--- src/rtl/clk_tick_divider_prog_if.sv ---
// Handshake/control bundle for clk_tick_divider_prog.
//   en, sync_clr, mode        : counting control
//   div_load, div_val         : divisor load strobe and value
//   tick, oclk                : period strobe and divided clock
//   load_pend, div_act        : divisor shadow status and active divisor
// master drives the controls (system side); slave is the divider.
interface clk_tick_divider_prog_if #(
    parameter int CNT_W = 32
);
    logic             en;
    logic             sync_clr;
    logic             mode;
    logic             div_load;
    logic [CNT_W-1:0] div_val;
    logic             tick;
    logic             oclk;
    logic             load_pend;
    logic [CNT_W-1:0] div_act;

    modport master (
        output en, sync_clr, mode, div_load, div_val,
        input  tick, oclk, load_pend, div_act
    );

    modport slave (
        input  en, sync_clr, mode, div_load, div_val,
        output tick, oclk, load_pend, div_act
    );
endinterface

--- src/rtl/clk_tick_divider_prog.sv ---
// Runtime-programmable tick generator / clock divider.
// Emits a 1-cycle tick every div_act enabled clk cycles and a derived oclk
// (toggle mode: 50% duty at 2*div_act; pulse mode: oclk == tick).
// A new divisor is held in a shadow register and only applied at a period
// boundary (terminal count or sync_clr) so a running period is never cut.
// Ports:
//   clk  : system clock
//   rst  : asynchronous, active-high reset
//   bus  : clk_tick_divider_prog_if.slave (controls in, tick/oclk/status out)
module clk_tick_divider_prog #(
    parameter int CNT_W       = 32,
    parameter int DEFAULT_DIV = 50000
) (
    input  logic                        clk,
    input  logic                        rst,
    clk_tick_divider_prog_if.slave      bus
);
    localparam logic [CNT_W-1:0] DIV_RST =
        (DEFAULT_DIV == 0) ? CNT_W'(1) : CNT_W'(DEFAULT_DIV);

    logic [CNT_W-1:0] cnt;
    logic [CNT_W-1:0] pending;
    logic [CNT_W-1:0] div_act;
    logic [CNT_W-1:0] val_m;
    logic             tick;
    logic             oclk;
    logic             load_pend;
    logic             term;

    // A divisor of 0 is stored as 1 so div_act - 1 never underflows.
    assign val_m = (bus.div_val == '0) ? CNT_W'(1) : bus.div_val;

    // >= rather than == so a divisor shrink can never let cnt run past terminal.
    assign term = bus.en & ~bus.sync_clr & (cnt >= (div_act - CNT_W'(1)));

    always_ff @(posedge clk or posedge rst) begin
        if (rst) begin
            cnt       <= '0;
            pending   <= '0;
            div_act   <= DIV_RST;
            tick      <= 1'b0;
            oclk      <= 1'b0;
            load_pend <= 1'b0;
        end else if (bus.sync_clr) begin
            cnt  <= '0;
            tick <= 1'b0;
            oclk <= 1'b0;
            // A load in the same cycle is newer than the shadow value.
            if (bus.div_load) begin
                div_act   <= val_m;
                load_pend <= 1'b0;
            end else if (load_pend) begin
                div_act   <= pending;
                load_pend <= 1'b0;
            end
        end else if (!bus.en) begin
            tick <= 1'b0;
            if (bus.div_load) begin
                pending   <= val_m;
                load_pend <= 1'b1;
            end
        end else if (term) begin
            cnt       <= '0;
            tick      <= 1'b1;
            oclk      <= bus.mode ? 1'b1 : ~oclk;
            load_pend <= 1'b0;
            if (bus.div_load)
                div_act <= val_m;
            else if (load_pend)
                div_act <= pending;
        end else begin
            cnt  <= cnt + CNT_W'(1);
            tick <= 1'b0;
            if (bus.mode)
                oclk <= 1'b0;
            if (bus.div_load) begin
                pending   <= val_m;
                load_pend <= 1'b1;
            end
        end
    end

    assign bus.tick      = tick;
    assign bus.oclk      = oclk;
    assign bus.load_pend = load_pend;
    assign bus.div_act   = div_act;
endmodule

--- src/flat_wrapper.sv ---
// flat-port wrapper written by rule: the top's interface ports become plain ports
module clk_tick_divider_prog_flat 
#(
    parameter int CNT_W       = 32,
    parameter int DEFAULT_DIV = 50000
)
  (clk, rst, bus_en, bus_sync_clr, bus_mode, bus_div_load, bus_div_val, bus_tick, bus_oclk, bus_load_pend, bus_div_act);
  clk_tick_divider_prog_if #(.CNT_W(CNT_W)) bus_i ();
  input  logic clk;
  input  logic rst;
  input wire logic [$bits(bus_i.en)-1:0] bus_en;
  input wire logic [$bits(bus_i.sync_clr)-1:0] bus_sync_clr;
  input wire logic [$bits(bus_i.mode)-1:0] bus_mode;
  input wire logic [$bits(bus_i.div_load)-1:0] bus_div_load;
  input wire logic [$bits(bus_i.div_val)-1:0] bus_div_val;
  output wire logic [$bits(bus_i.tick)-1:0] bus_tick;
  output wire logic [$bits(bus_i.oclk)-1:0] bus_oclk;
  output wire logic [$bits(bus_i.load_pend)-1:0] bus_load_pend;
  output wire logic [$bits(bus_i.div_act)-1:0] bus_div_act;
  assign bus_i.en = bus_en;
  assign bus_i.sync_clr = bus_sync_clr;
  assign bus_i.mode = bus_mode;
  assign bus_i.div_load = bus_div_load;
  assign bus_i.div_val = bus_div_val;
  assign bus_tick = bus_i.tick;
  assign bus_oclk = bus_i.oclk;
  assign bus_load_pend = bus_i.load_pend;
  assign bus_div_act = bus_i.div_act;
  clk_tick_divider_prog #(.CNT_W(CNT_W), .DEFAULT_DIV(DEFAULT_DIV)) u_core (.clk(clk), .rst(rst), .bus(bus_i));
endmodule
--- config.mk ---
export PLATFORM = sky130hd
export DESIGN_NAME = clk_tick_divider_prog_flat
export DESIGN_NICKNAME = d
export VERILOG_FILES = /design/src/rtl/clk_tick_divider_prog_if.sv /design/src/rtl/clk_tick_divider_prog.sv /design/src/flat_wrapper.sv
export SDC_FILE = /design/constraint.sdc
export NUM_CORES = 1
export LEC_CHECK = 0
export BUFFER_PORTS_ARGS = -buffer_cell sky130_fd_sc_hd__buf_2
export CAP_MARGIN = 5
export CORE_MARGIN = 2
export CORE_UTILIZATION = 53
export CTS_BUF_LIST = sky130_fd_sc_hd__clkbuf_16
export DETAILED_ROUTE_END_ITERATION = 7
export PLACE_DENSITY = 0.71
export SLEW_MARGIN = 20
export SYNTH_ARGS = -nofsm -noshare
export SYNTH_HDL_FRONTEND = slang
export SYNTH_SLANG_ARGS = --single-unit
--- constraint.sdc ---
create_clock -name clk -period 12.7 [get_ports clk]
set_input_delay 1.905 -clock clk [delete_from_list [all_inputs] [get_ports clk]]
set_output_delay 1.905 -clock clk [all_outputs]
set_load 0.05 [all_outputs]
==> reports/qor.yml, run 1 <==
firstDrtPassIters: 5
antenna_cells: 0
min_path_type: "register to register"
max-slew-margin-rel_pct: 41.5
use_met2_pct: 35.9
core_area_um2: 10900
port_buffers: 72
ys_async_sr_fraction_pct: 100
met1_usage_pct: 34.9
synth_warnings: 0
cts_root_buf: "clkbuf_16"
syn_to_final_growth_pct: 13.2
cts_made_buffers: 9
final_cells: 748
hold_buffers: 0
synthesis.nets: 610
grt_use_total_pct: 23.9
met3_usage_pct: 3.00
synth_cell_types: 46
period_needed_ps: 4980
rsz0062_at_grt: "false"
nets: 675
rows: 38
synthFlopType: "dfrtp_1"
tns_ps: 0
cts_max_level: 3
wl_per_cell_um: 18.0
grt_pass1_vias: 4277
synth_edf_count: 0
p_leak_nw: 2.94
clock_sinks: 99
multi_input_area_um2: 3380
skew_ps: 9.30
drt_iter0_markers: 248
grt-ovfl-total: 0
clock_latency_ps: 360
critical_path_required_ps: 12940
grt_antenna_before_repair: 0
pre_cts_ws_ps: 7730
ff_latch_area_um2: 2480
num-fill-cells: 894
power.density_nw_per_um2: 149
drc: 0
detail_route.vias_per_cell: 5.87
die_w_um: 110
finalSetupViolCount: 0
seq_area_frac_synth_pct: 41.5
path_class: "register to register"
endpoint_kind: "register"
fmax_mhz: 201
tightest_slew_ps: 878
hold_viol_final: 0
postCtsSetupBuffers: 0
gp_congestion: 0.836
maxCapViolCount: 0
cp_max_fo: 32
peakVddDrop_uv: 113
slew_viol_final: 0
dieArea_um2: 12200
cp.arrival_ps: 5220
die_h_um: 110
avgSynthCellArea_um2: 11.1
initial_core_util_pct: 54.8
grt_pass1_wl_um: 22000
pin_count: 73
vias: 4394
clk_pin_slew_ps: 70
postCtsResizedCells: 0
ctsLongestPathBuffers: 2
period_share_pct: 39.2
drive_above_1_share_pct: 32.4
place_hpwl_um: 9580
ant_nets: 0
status: "completed"
dp.cells: 732
yosys_register_bits: 99
synthCells: 538
grt-busiest-layer: "met2"
drt_wl_total_um: 13400
worst_slack_ps: 7720
critPathLaunchType: "register"
grt_max_degree: 60
syn_area_um2: 5990
cts_tree: "done"
-- path summary, 6_finish.rpt --
check                                 startpoint                      to  slack (ps)  depth (start not counted)
max                        u_core.bus.div_act[3]      u_core.pending[30]        7720                         14
max in group asynchronous                    rst           u_core.cnt[7]        9990                          3
min reg2reg                    u_core.pending[7]       u_core.pending[7]         510                          1
max reg2reg                u_core.bus.div_act[3]      u_core.pending[30]        7720                         14
min                            u_core.pending[7]       u_core.pending[7]         510                          1
min in group asynchronous                    rst  u_core.bus.div_act[16]        1580                          2
-- per-stage QoR --
step	cell area, µm²	total power [mW]	utilization (%)	hold WS (ps)
2_1_floorplan	5990	0.632	-	477
3_3_place_gp	6450	0.702	59.0	486
3_5_place_dp	6450	0.712	59.0	490
4_1_cts	6780	1.02	62.0	513
5_1_grt	6780	1.06	62.0	532
6_report	6780	1.01	62.0	508
-- cell usage after synthesis, types with 17 or more instances --
library cell | count | area [µm²]
nand2_1 | 28 | 105
xnor2_1 | 24 | 210
nand4_1 | 17 | 106
nor2_1 | 24 | 90.1
xor2_1 | 35 | 307
mux2_4 | 29 | 435
ha_1 | 34 | 425
mux2_2 | 63 | 709
a21oi_1 | 18 | 90.1
nor4_1 | 19 | 119
dfrtp_1 | 93 | 2330
nor3_1 | 44 | 220
-- where the power goes --
group,internal (mW),total [mW],switching (mW)
Clock,0.174,0.303,0.129
Sequential,0.361,0.416,0.0556
Combinational,0.111,0.292,0.181
Total,0.646,1.01,0.366
-- state kept, by name (all words and copies together) (netlist names) --
name,count
u_core.bus.tick,1
u_core.cnt,32
u_core.bus.div_act,32
u_core.pending,32
u_core.bus.load_pend,1
u_core.bus.oclk,1
-- placed cells by master (no fill, tap or decap), drive strengths merged, types with 14 or more instances in the layout --
| cell type | count |
|---|---|
| a21oi | 18 |
| buf | 75 |
| dfrtp | 93 |
| ha | 34 |
| mux2 | 92 |
| nand2 | 28 |
| nand3 | 14 |
| nand4 | 17 |
| nor2 | 24 |
| nor3 | 45 |
| nor4 | 19 |
| xnor2 | 24 |
| xor2 | 35 |
-- layer usage --
metal  share of wire [%]  vias up
met4                 2.3        0
met1                  48     2178
met3                 3.3       21
met5                   0        -
met2                  47       87
li1                    -     2108
-- worst max-delay path, cell delays in order, from the launching register on --
cell and delay [ps]:
dfrtp_1 440, or4_1 540, nor4_1 290, and3_1 310
nand3b_1 250, nand2b_1 240, xor2_1 160, ha_1 320
a21oi_1 170, nand2_1 70, a221o_1 360, a211o_4 370
a2111oi_4 360, buf_4 550, mux2_2 410
-- layout make-up --
type                            count  share of cell area, %
Clock buffer                        9                   3.32
Clock inverter                      7                   1.46
Inverter                            7                  0.424
Multi-Input combinational cell    411                   49.9
Sequential cell                    99                   36.6
Tap cell                          140                   2.58
Timing Repair Buffer               75                   5.65
-- kinds of logic (layout without fill, tap and decap cells) --
kind of cell / count (synthesis) / after routing / synth area share (%)
AOI/OAI and AO/OA: 40 / 40 / 4.78
xor gates and xnor gates: 59 / 59 / 8.63
adders and majority gates: 34 / 34 / 7.10
buffers and inverters: 28 / 98 / 2.19
DFF: 99 / 99 / 41.5
muxes: 95 / 95 / 19.6
and+or+nand+nor: 183 / 183 / 16.2
(Power assumes the default switching activity.)
==> run 2: changes to the inputs <==
--- a/config.mk
+++ b/config.mk
@@ -11,7 +11,7 @@
 export CORE_UTILIZATION = 53
 export CTS_BUF_LIST = sky130_fd_sc_hd__clkbuf_16
 export DETAILED_ROUTE_END_ITERATION = 7
-export PLACE_DENSITY = 0.71
+export PLACE_DENSITY = 0.74
 export SLEW_MARGIN = 20
 export SYNTH_ARGS = -nofsm -noshare
 export SYNTH_HDL_FRONTEND = slang
==> constraint.sdc (replaced) <==
create_clock -name clk -period 4.2 [get_ports clk]
set_input_delay 0.63 -clock clk [delete_from_list [all_inputs] [get_ports clk]]
set_output_delay 0.63 -clock clk [all_outputs]
set_load 0.05 [all_outputs]
==> reports/qor.yml, run 2 (synthesis results as in run 1) <==
grt_max_degree: 85  # +42%
grt_pass1_vias: 4783  # +12%
sw_frac_of_total_pct: 37.3  # +1.1 points
core_area_um2: 10900  # unchanged
final_common_cell: "dfrtp_1"
drt_wl_total_um: 15400  # +15%
die_w_um: 110  # unchanged
maxCapViolCount: 0  # unchanged
pre_cts_ws_ps: -182  # -7910 ps
ant_nets: 0  # unchanged
period_share_pct: 102  # +63 points
finalSetupViolCount: 44  # +44
rsz0062_at_grt: "true"
clock_latency_ps: 350  # about the same
worst_slack_ps: -71.7  # -7790 ps
max_stage_delay_ps: 540  # about the same
drt_iter0_markers: 237  # -4.4%
drive_above_1_share_pct: 39.1  # +6.7 points
vias: 4726  # +7.6%
grt_antenna_before_repair: 0  # unchanged
grt-ovfl-total: 0  # unchanged
skew_ps: 7.56  # -1.74 ps
dieArea_um2: 12200  # unchanged
place_hpwl_um: 9710  # +1.3%
ctsLongestPathBuffers: 2  # unchanged
violations: "setup timing"
clkPwrFrac_pct: 25.0  # -4.9 points
drc: 0  # unchanged
cp_max_fo: 8  # -75%
syn_to_final_growth_pct: 23.8
internal_power_mw: 1.95  # +200%
gp_congestion: 0.930  # +11%
p_comb_share_pct: 35.3  # +6.4 points
grt_pass1_wl_um: 23900  # +8.7%
status: "finished with violations"
die_h_um: 110  # unchanged
max-slew-margin-rel_pct: 44.5  # +3.0 points
clk_pin_slew_ps: 70  # about the same
period_needed_ps: 4270  # -705 ps
clock_sinks: 99  # unchanged
min_path_type: "input port to async pin"
cts_max_level: 3  # unchanged
p_seq_share_pct: 39.7  # -1.5 points
cp.arrival_ps: 4500  # -720 ps
detail_route.vias_per_cell: 5.98  # +1.8%
tightest_slew_ps: 832  # -45.1 ps
p_leak_nw: 3.33  # +13%
antenna_cells: 0  # unchanged
grt_use_total_pct: 25.5  # +1.7 points
cts_tree: "done"
layout_common_cells: "dfrtp_1, buf_2, mux2_4"
cpMaxStageDelayCell: "or4_4"
firstDrtPassIters: 5  # unchanged
wl_per_cell_um: 19.5  # +8.8%
slew_viol_final: 0  # unchanged
path_class: "register to register"
nets: 717  # +6.2%
initial_core_util_pct: 54.8  # unchanged
pin_count: 73  # unchanged
port_buffers: 72  # unchanged
crit_chain: "or4_4 > nor4_4 > and3_4 > nand3b_1 > nand2b_4 > xor2_1 > ha_1 > a21oi_2 > nand2_1 > a221o_1 > a211o_4 > a2111oi_4 > buf_6 > buf_12 > mux2_4"
power.density_nw_per_um2: 420  # +180%
hold_buffers: 0  # unchanged
switching_power_mw: 1.16  # +220%
fmax_mhz: 234  # +17%
tns_ps: -1910  # -1910 ps
top_regs: "u_core.bus.div_act: 32 flops, u_core.cnt: 32 flops, u_core.pending: 32 flops"
endpoint_kind: "register"
cts_root_buf: "clkbuf_16"
cts_made_buffers: 9  # unchanged
critPathLaunchType: "register"
hold_viol_final: 0  # unchanged
peakVddDrop_uv: 267  # +140%
critical_path_required_ps: 4430  # -8510 ps
rows: 38  # unchanged
run 2: path summary, 6_finish.rpt:
| check | from | to | slack [ps] | cells after the start |
|---|---|---|---|---|
| worst max register to register | u_core.bus.div_act[3] | u_core.pending[13] | -70 | 15 |
| min in group clk | u_core.pending[9] | u_core.pending[9] | 510 | 1 |
| worst min-delay path | rst | u_core.bus.load_pend | 440 | 2 |
| max in group asynchronous | rst | u_core.cnt[23] | 3010 | 3 |
| worst max-delay path | u_core.bus.div_act[3] | u_core.pending[13] | -70 | 15 |
| worst min register to register | u_core.pending[9] | u_core.pending[9] | 510 | 1 |
run 2: repair_timing:
action / CTS / global route
resized for setup: 13 / 40
endpoints found under the setup margin: 65 / 95
hold endpoints to repair: 0 / 0
cloned: 4 / 4
pin swaps: 9 / 5
buffers inserted: 3 / 5
run 2: through the flow:
step	total power [mW]	util, %	instance area, µm²	std cells	hold slack [ps]
CTS	3.02	65.5	7160	782	513
detailed placement	2.23	61.6	6730	759	491
global route	3.24	67.8	7420	790	505
floorplan	1.92	-	6030	538	477
finish	3.11	67.8	7420	790	440
global placement	2.20	61.6	6730	759	487
run 2: final cells by class:
type                       count  area [µm²]
inverter                       7        31.3
fill                         796        3520
timing repair buffer         117         876
sequential                    99        2490
clock buffer                   9         225
tap                          140         175
multi-input combinational    411        3570
clock inverter                 7        43.8
run 2: worst max-delay path, delay by kind of cell (launching register included):
kind	cells	cell delay, ps
xor gates and xnor gates	1	140
muxes	1	310
DFF	1	400
adders and majority gates	1	340
buffers and inverters	2	350
AOI/OAI and AO/OA	4	1130
and+or+nand+nor	6	1470
run 2: routing by layer:
metal | vias up | GRT usage (%) | wire length, µm | share of wire, %
met4 | 0 | 8.04 | 358 | 2.3
met5 | - | 0 | 0 | 0
met3 | 32 | 4.17 | 683 | 4.4
li1 | 2188 | - | - | -
met2 | 143 | 41.4 | 7630 | 49
met1 | 2363 | 35.3 | 6770 | 44
run 2: power groups by stage:
stage / Combinational, mW / Sequential, mW / Clock [mW]
finish: 1.10 / 1.24 / 0.777
global placement: 0.975 / 1.22 / 0
CTS: 1.03 / 1.22 / 0.772
global route: 1.17 / 1.25 / 0.816
floorplan: 0.410 / 1.51 / 0
detailed placement: 0.999 / 1.24 / 0
